**config.mk**
```make
export PLATFORM = sky130hd
export DESIGN_NAME = cart_bus_arbiter_flat
export DESIGN_NICKNAME = d
export VERILOG_FILES = /design/src/rtl/cart_bus_arbiter_if.sv /design/src/rtl/cart_bus_arbiter.sv /design/src/flat_wrapper.sv
export SDC_FILE = /design/constraint.sdc
export NUM_CORES = 1
export LEC_CHECK = 0
export ABC_AREA = 1
export CORE_MARGIN = 2
export CORE_UTILIZATION = 25
export CTS_CLUSTER_SIZE = 12
export DETAILED_ROUTE_END_ITERATION = 10
export GPL_TIMING_DRIVEN = 0
export PLACE_DENSITY = 0.51
export SLEW_MARGIN = 20
export SYNTH_ARGS = -nofsm -noshare
export SYNTH_HDL_FRONTEND = slang
export SYNTH_SLANG_ARGS = --single-unit
export TNS_END_PERCENT = 20
```
**constraint.sdc**
```tcl
create_clock -name clk -period 3.05 [get_ports clk]
set_input_delay 0.915 -clock clk [delete_from_list [all_inputs] [get_ports clk]]
set_output_delay 0.915 -clock clk [all_outputs]
set_load 0.03 [all_outputs]
```
**src/rtl/cart_bus_arbiter_if.sv**
```systemverilog
// Cartridge bus arbitration signal bundle: core side, debug requester side and pad side.
// The slave modport is the arbiter's view; master is the surrounding logic's view.
interface cart_bus_arbiter_if;
  logic        core_halt;
  logic [15:0] core_a;
  logic [7:0]  core_dout;
  logic        core_rd;
  logic        core_wr;
  logic [7:0]  core_din;

  logic        dbg_req;
  logic        dbg_we;
  logic [15:0] dbg_addr;
  logic [7:0]  dbg_wdata;
  logic        dbg_ack;
  logic [7:0]  dbg_rdata;
  logic        dbg_err;
  logic        dbg_owner;

  logic [15:0] bus_a;
  logic [7:0]  bus_dout;
  logic        bus_oe;
  logic        bus_rd;
  logic        bus_wr;
  logic [7:0]  bus_din;

  modport slave (
    input  core_halt, core_a, core_dout, core_rd, core_wr,
    output core_din,
    input  dbg_req, dbg_we, dbg_addr, dbg_wdata,
    output dbg_ack, dbg_rdata, dbg_err, dbg_owner,
    output bus_a, bus_dout, bus_oe, bus_rd, bus_wr,
    input  bus_din
  );

  modport master (
    output core_halt, core_a, core_dout, core_rd, core_wr,
    input  core_din,
    output dbg_req, dbg_we, dbg_addr, dbg_wdata,
    input  dbg_ack, dbg_rdata, dbg_err, dbg_owner,
    input  bus_a, bus_dout, bus_oe, bus_rd, bus_wr,
    output bus_din
  );
endinterface

```
**src/rtl/cart_bus_arbiter.sv**
```systemverilog
// Shares the cartridge bus between the core (combinational pass-through) and a debug requester
// (timed setup/strobe/hold cycle). Optional grant-wait timeout: define CART_ARB_TIMEOUT_EN.
module cart_bus_arbiter #(
  parameter int SETUP_CYC   = 2,
  parameter int STROBE_CYC  = 4,
  parameter int HOLD_CYC    = 1,
  parameter int TIMEOUT_CYC = 65535
) (
  input  logic                 clk,
  input  logic                 rst_n,
  cart_bus_arbiter_if.slave    bus
);

  if (SETUP_CYC < 1 || SETUP_CYC > 255 || STROBE_CYC < 1 || STROBE_CYC > 255 ||
      HOLD_CYC < 1 || HOLD_CYC > 255 || TIMEOUT_CYC < 1 || TIMEOUT_CYC > 65535) begin : g_bad_param
    $error("cart_bus_arbiter: timing parameter out of range");
  end

  typedef enum logic [2:0] {IDLE, SETUP, STROBE, HOLD, DONE} state_t;

  state_t      state;
  logic [7:0]  cnt;
  logic [15:0] addr_q;
  logic [7:0]  wdata_q;
  logic        we_q;
  logic        owner_q;
  logic        rd_q;
  logic        wr_q;
  logic        ack_q;
  logic        err_q;
  logic [7:0]  rdata_q;
  logic        grant_ok;
  logic        timeout_hit;

  // Grant only when the core is frozen and not mid-access, so ownership never cuts a live strobe.
  assign grant_ok = bus.dbg_req & bus.core_halt & ~bus.core_rd & ~bus.core_wr;

`ifdef CART_ARB_TIMEOUT_EN
  logic [15:0] wait_cnt;

  assign timeout_hit = (state == IDLE) && bus.dbg_req && !grant_ok &&
                       (wait_cnt == 16'(TIMEOUT_CYC - 1));

  always_ff @(posedge clk or negedge rst_n) begin
    if (!rst_n) begin
      wait_cnt <= '0;
    end else if (state == IDLE && bus.dbg_req && !grant_ok && !timeout_hit) begin
      wait_cnt <= wait_cnt + 16'd1;
    end else begin
      wait_cnt <= '0;
    end
  end
`else
  assign timeout_hit = 1'b0;
`endif

  // NOTE: sequential state uses non-blocking assignments so every register samples pre-edge values.
  always_ff @(posedge clk or negedge rst_n) begin
    if (!rst_n) begin
      state   <= IDLE;
      cnt     <= '0;
      addr_q  <= '0;
      wdata_q <= '0;
      we_q    <= 1'b0;
      owner_q <= 1'b0;
      rd_q    <= 1'b0;
      wr_q    <= 1'b0;
      ack_q   <= 1'b0;
      err_q   <= 1'b0;
      rdata_q <= '0;
    end else begin
      case (state)
        IDLE: begin
          if (grant_ok) begin
            state   <= SETUP;
            cnt     <= 8'(SETUP_CYC - 1);
            addr_q  <= bus.dbg_addr;
            we_q    <= bus.dbg_we;
            wdata_q <= bus.dbg_wdata;
            owner_q <= 1'b1;
            err_q   <= 1'b0;
          end else if (timeout_hit) begin
            state <= DONE;
            ack_q <= 1'b1;
            err_q <= 1'b1;
          end
        end
        SETUP: begin
          if (!bus.core_halt) err_q <= 1'b1;
          if (cnt == 8'd0) begin
            state <= STROBE;
            cnt   <= 8'(STROBE_CYC - 1);
            rd_q  <= ~we_q;
            wr_q  <= we_q;
          end else begin
            cnt <= cnt - 8'd1;
          end
        end
        STROBE: begin
          if (!bus.core_halt) err_q <= 1'b1;
          if (cnt == 8'd0) begin
            state <= HOLD;
            cnt   <= 8'(HOLD_CYC - 1);
            rd_q  <= 1'b0;
            wr_q  <= 1'b0;
            if (!we_q) rdata_q <= bus.bus_din;
          end else begin
            cnt <= cnt - 8'd1;
          end
        end
        HOLD: begin
          if (!bus.core_halt) err_q <= 1'b1;
          if (cnt == 8'd0) begin
            state   <= DONE;
            owner_q <= 1'b0;
            ack_q   <= 1'b1;
          end else begin
            cnt <= cnt - 8'd1;
          end
        end
        DONE: begin
          // A request still held here is the tail of the finished handshake, not a new one.
          if (!bus.dbg_req) begin
            state <= IDLE;
            ack_q <= 1'b0;
          end
        end
        default: state <= IDLE;
      endcase
    end
  end

  assign bus.bus_a     = owner_q ? addr_q  : bus.core_a;
  assign bus.bus_dout  = owner_q ? wdata_q : bus.core_dout;
  assign bus.bus_oe    = owner_q ? we_q    : bus.core_wr;
  assign bus.bus_rd    = owner_q ? rd_q    : bus.core_rd;
  assign bus.bus_wr    = owner_q ? wr_q    : bus.core_wr;
  assign bus.core_din  = bus.bus_din;
  assign bus.dbg_owner = owner_q;
  assign bus.dbg_ack   = ack_q;
  assign bus.dbg_err   = err_q;
  assign bus.dbg_rdata = rdata_q;

endmodule

```
**src/flat_wrapper.sv**
```systemverilog
// flat-port wrapper written by rule: the top's interface ports become plain ports
module cart_bus_arbiter_flat 
#(
  parameter int SETUP_CYC   = 2,
  parameter int STROBE_CYC  = 4,
  parameter int HOLD_CYC    = 1,
  parameter int TIMEOUT_CYC = 65535
)
  (clk, rst_n, bus_core_halt, bus_core_a, bus_core_dout, bus_core_rd, bus_core_wr, bus_core_din, bus_dbg_req, bus_dbg_we, bus_dbg_addr, bus_dbg_wdata, bus_dbg_ack, bus_dbg_rdata, bus_dbg_err, bus_dbg_owner, bus_bus_a, bus_bus_dout, bus_bus_oe, bus_bus_rd, bus_bus_wr, bus_bus_din);
  cart_bus_arbiter_if bus_i ();
  input  logic clk;
  input  logic rst_n;
  input wire logic [$bits(bus_i.core_halt)-1:0] bus_core_halt;
  input wire logic [$bits(bus_i.core_a)-1:0] bus_core_a;
  input wire logic [$bits(bus_i.core_dout)-1:0] bus_core_dout;
  input wire logic [$bits(bus_i.core_rd)-1:0] bus_core_rd;
  input wire logic [$bits(bus_i.core_wr)-1:0] bus_core_wr;
  output wire logic [$bits(bus_i.core_din)-1:0] bus_core_din;
  input wire logic [$bits(bus_i.dbg_req)-1:0] bus_dbg_req;
  input wire logic [$bits(bus_i.dbg_we)-1:0] bus_dbg_we;
  input wire logic [$bits(bus_i.dbg_addr)-1:0] bus_dbg_addr;
  input wire logic [$bits(bus_i.dbg_wdata)-1:0] bus_dbg_wdata;
  output wire logic [$bits(bus_i.dbg_ack)-1:0] bus_dbg_ack;
  output wire logic [$bits(bus_i.dbg_rdata)-1:0] bus_dbg_rdata;
  output wire logic [$bits(bus_i.dbg_err)-1:0] bus_dbg_err;
  output wire logic [$bits(bus_i.dbg_owner)-1:0] bus_dbg_owner;
  output wire logic [$bits(bus_i.bus_a)-1:0] bus_bus_a;
  output wire logic [$bits(bus_i.bus_dout)-1:0] bus_bus_dout;
  output wire logic [$bits(bus_i.bus_oe)-1:0] bus_bus_oe;
  output wire logic [$bits(bus_i.bus_rd)-1:0] bus_bus_rd;
  output wire logic [$bits(bus_i.bus_wr)-1:0] bus_bus_wr;
  input wire logic [$bits(bus_i.bus_din)-1:0] bus_bus_din;
  assign bus_i.core_halt = bus_core_halt;
  assign bus_i.core_a = bus_core_a;
  assign bus_i.core_dout = bus_core_dout;
  assign bus_i.core_rd = bus_core_rd;
  assign bus_i.core_wr = bus_core_wr;
  assign bus_core_din = bus_i.core_din;
  assign bus_i.dbg_req = bus_dbg_req;
  assign bus_i.dbg_we = bus_dbg_we;
  assign bus_i.dbg_addr = bus_dbg_addr;
  assign bus_i.dbg_wdata = bus_dbg_wdata;
  assign bus_dbg_ack = bus_i.dbg_ack;
  assign bus_dbg_rdata = bus_i.dbg_rdata;
  assign bus_dbg_err = bus_i.dbg_err;
  assign bus_dbg_owner = bus_i.dbg_owner;
  assign bus_bus_a = bus_i.bus_a;
  assign bus_bus_dout = bus_i.bus_dout;
  assign bus_bus_oe = bus_i.bus_oe;
  assign bus_bus_rd = bus_i.bus_rd;
  assign bus_bus_wr = bus_i.bus_wr;
  assign bus_i.bus_din = bus_bus_din;
  cart_bus_arbiter #(.SETUP_CYC(SETUP_CYC), .STROBE_CYC(STROBE_CYC), .HOLD_CYC(HOLD_CYC), .TIMEOUT_CYC(TIMEOUT_CYC)) u_core (.clk(clk), .rst_n(rst_n), .bus(bus_i));
endmodule
```
==> impl.org <==
** Setup path
- Element type at the critical path end :: output pin
- The startpoint identified for the worst register-to-register timing path is u_core.cnt[0].
- The setup path with the least slack is of type primary input to output pin.
- Data arrives at the worst endpoint at roughly 2000 ps.
- The endpoint identified for the worst register-to-register timing path is u_core.bus.dbg_rdata[7].
- Crit start category :: primary input
- Setup slack on the worst reg-to-reg path comes out at between 1000 and 1500 ps.
- Tracing the worst setup path back leads to its startpoint at bus_core_wr.
- Critical-path maximum fanout :: 2
- Data required time at the worst endpoint :: about 2100 ps
- Worst r2r path cells :: 10
- Critical Path Sink :: bus_bus_oe

** Floorplan
- Core region area :: ~10000 um2
- The die is around 110 um tall.
- The initial utilization of the core area, before any placement, comes to 0.258.
- I/O pin cnt :: between 100 and 150
- The die covers 11500 um2.
- Die outline width :: around 110 um
- After floorplanning, the core was divided into 37 placement rows.

** Pwr
- VDD sags by at most roughly 0.39 mV.
- In this run the static leakage power is between 2 and 2.5 nW.
- Power spread over the standard cell area amounts to 1030 nW/um2.

** Synth
- The number of nets in the synthesized netlist is ~430.
- Most numerous cell in the Yosys netlist :: nand2_1
- In the synthesized netlist the dominant register cell turns out to be dfrtp_1.
- Dominant cell type by area after synthesis :: dfrtp_1
- Portion of synthesized cell area occupied by the leading cell type :: 0.458
- Synthesis produced a netlist whose cell count is 370.
- Netlist area before placement :: about 2700 um2
- Post-synth top cells :: nand2_1 (192), dfrtp_1 (49), inv_1 (23)
- By area the synthesized netlist is led by dfrtp_1 (46%), nand2_1 (27%), inv_1 (3.2%).
- FF+latch count, synth :: 49
- Yosys mapped a number of flops with a built-in enable equal to 0.
- Async S/R FF share, synth :: 1.00
- Each instance of the synthesized netlist takes up on average a little over 7 um2.
- Number of warning messages in the yosys log :: 0
- Of the synthesized area, sequential elements account for 0.458.
- Number of distinct standard cells referenced by the synthesized netlist :: 29

** Clock network
- Clock tree synthesis found a total of between 40 and 50 sinks.
- The clock tree synthesis step divided the H-tree into 2 levels.
- CTS tree :: done
- No sink is reached through more buffers than the 2 on the longest clock path.
- Clk root buf :: clkbuf_8
- The clock reaches the later pin of the worst-skew pair after roughly 300 ps.
- Clock-pin slew was measured on the worst setup and hold paths at 90 ps.
- Buffers inserted during clock tree synthesis total 5.

** Global routing
- First-pass GRT wire length :: roughly 12 mm
- Across every metal layer, demand over resource in global routing totals 0.131.
- The initial antenna violation count was 0.
- GR met1 Demand/Resource :: 0.176
- Remaining Overflow, GRT :: 0
- Routing usage on met3 :: 0.0375
- Maximum number of pins on one net before global-route repair :: 50
- Via count of the first global-routing pass :: ~2500
- Most Crowded Layer GR :: met2
- Met2 Resource Use GR :: 0.213

** Finish
- Final std cell area, no fill :: between 3000 and 4000 um2
- The layout has 1128 filler cells.
- Relative to the synthesized area, the layout overhead comes to 48.1%.
- Measured on the finished design, the core utilization comes to 0.382.
- Register area :: ~1200 um2
- Multi-input gate area :: approximately 1200 um2
- In the final layout, the share of cells above drive strength 1 is 0.111.
- Total number of nets in the final design :: about 550
- The repair_antennas step left the layout with diodes totalling 0.

** Place
- Weighted congestion at the end of routability-driven global placement :: slightly above 0.8
- Once detailed placement completed, the half-perimeter wirelength came to roughly 5.7 mm.
- Worst setup timing slack at the placement stage :: -179 ps
- Input and output buffers added on the ports amount to between 100 and 150.
- In this run the cell area measured after placement is 3920 um2.

** Drt
- Number of design rule violations left after detail routing :: 0
- Vias after detailed routing :: 2591
- After the first detailed-routing iteration, the DRC count stood at 134.
- After detailed routing, the total wire length is approximately 7.6 mm.
- Drt wl/cell :: about 12 um
- Number of iterations in the first detailed-routing pass :: 4
- Using the TritonRoute via totals, the vias-per-cell ratio works out to around 4.2.
- The count of nets left with antenna violations once routing finished came out at 0.

** STA
- Setup violations remaining at the end of the flow were counted as 0.
- Transition time at the pin with the least slew margin :: around 640 ps
- Final max-slew violation count :: 0
- Unrepaired setup endpoints after global routing :: false
- The worst path meets setup with roughly 130 ps of slack.
- The hold violation count in the final report is 0.
- The routed design could run at a clock period as short as between 2000 and 3000 ps.
- Share of the cycle needed by the critical path after routing :: 0.956
- Clock Skews :: 9.46 ps
- Based on the critical path, the design can be clocked at up to approximately 340 MHz.
- Headroom to the max-slew limit :: 0.571

** Outcome
- Outcome :: finished, final reports clean

** Run
- Max cap viols :: 0

** Min path
- Hold crit path type :: flop to flop
==> registers in the layout, indices dropped and copies added, names as in the netlist, 3 cells and up <==
signal and cells:
u_core.addr_q 16, u_core.wdata_q 8, u_core.bus.dbg_rdata 8, u_core.state 3
u_core.cnt 8
==> critical path, cell delays in order <==
cell,delay (ps)
clkdlybuf4s50_1,480
nand2_1,70
o21ai_0,80
dlygate4sd2_1,450
==> through the flow <==
step	power (mW)	hold slack, ps	setup TNS, ps	cells
final	4.09	465	0	622
after global routing	4.46	505	0	622
after CTS	4.15	480	0	622
after detailed placement	3.92	461	-1250	614
after global placement	3.90	449	-26610	614
after floorplan	2.91	437	0	370
==> cell type report <==
cell class                 instances  area share
inverter                          32      0.0319
sequential                        49       0.309
clock inverter                     1     0.00189
timing repair buffer             108       0.259
multi-input combinational        271       0.304
tap                              136      0.0429
clock buffer                       7      0.0193
buffer                            18      0.0316
==> worst min path at each step <==
stage                                    to              start  cells after the start
after floorplan                 u_core.rd_q        u_core.we_q                      1
after global placement          u_core.rd_q        u_core.we_q                      1
after detailed placement        u_core.rd_q        u_core.we_q                      1
after CTS                       u_core.rd_q        u_core.we_q                      1
after global routing      u_core.wdata_q[6]  u_core.wdata_q[6]                      2
final                           u_core.rd_q        u_core.we_q                      1
==> repair_timing <==
item	in CTS	in global routing
resized for setup	41	0
buffers inserted	0	0
endpoints found under the setup margin	35	0
hold buffers	0	0
==> logic make-up (layout without fill, tap and decap cells) <==
| logic type | Yosys count | in the layout | share of synthesized area |
|---|---|---|---|
| adders and majority gates | 1 | 1 | 0.00468 |
| DFF | 49 | 49 | 0.458 |
| AOI/OAI and AO/OA | 27 | 27 | 0.0538 |
| buffers and inverters | 50 | 166 | 0.0907 |
| xor gates and xnor gates | 2 | 2 | 0.00655 |
| and+or+nand+nor | 241 | 241 | 0.386 |
==> power by group <==
| part | total, mW | internal (mW) | switching [mW] |
|---|---|---|---|
| Sequential | 1.10 | 0.936 | 0.166 |
| Clock | 0.379 | 0.163 | 0.216 |
| Combinational | 2.61 | 0.913 | 1.70 |
| Total | 4.09 | 2.01 | 2.08 |
==> layer usage <==
layer	up-vias	routed length [um]
li1	1358	-
met1	1136	3700
met2	93	3240
met3	4	637
met4	0	34
met5	-	0
==> placed cells by master, fill, tap and decap left out, types with 2 or more instances in the layout <==
cell type,count
clkbuf_1,2
inv_2,6
nand2_1,192
o21ai_0,13
dfrtp_1,49
inv_4,2
nand2_2,2
xor2_1,2
nand3_1,15
nor2_1,16
buf_4,17
buf_2,5
nand3_4,2
nand2_4,3
clkdlybuf4s50_1,72
nand4_1,6
nor2_4,2
a21oi_1,2
dlygate4sd2_1,27
buf_6,2
clkbuf_2,2
inv_1,23
clkbuf_8,5
o21ai_1,9
Note: power is estimated with default switching activity, not from simulation.
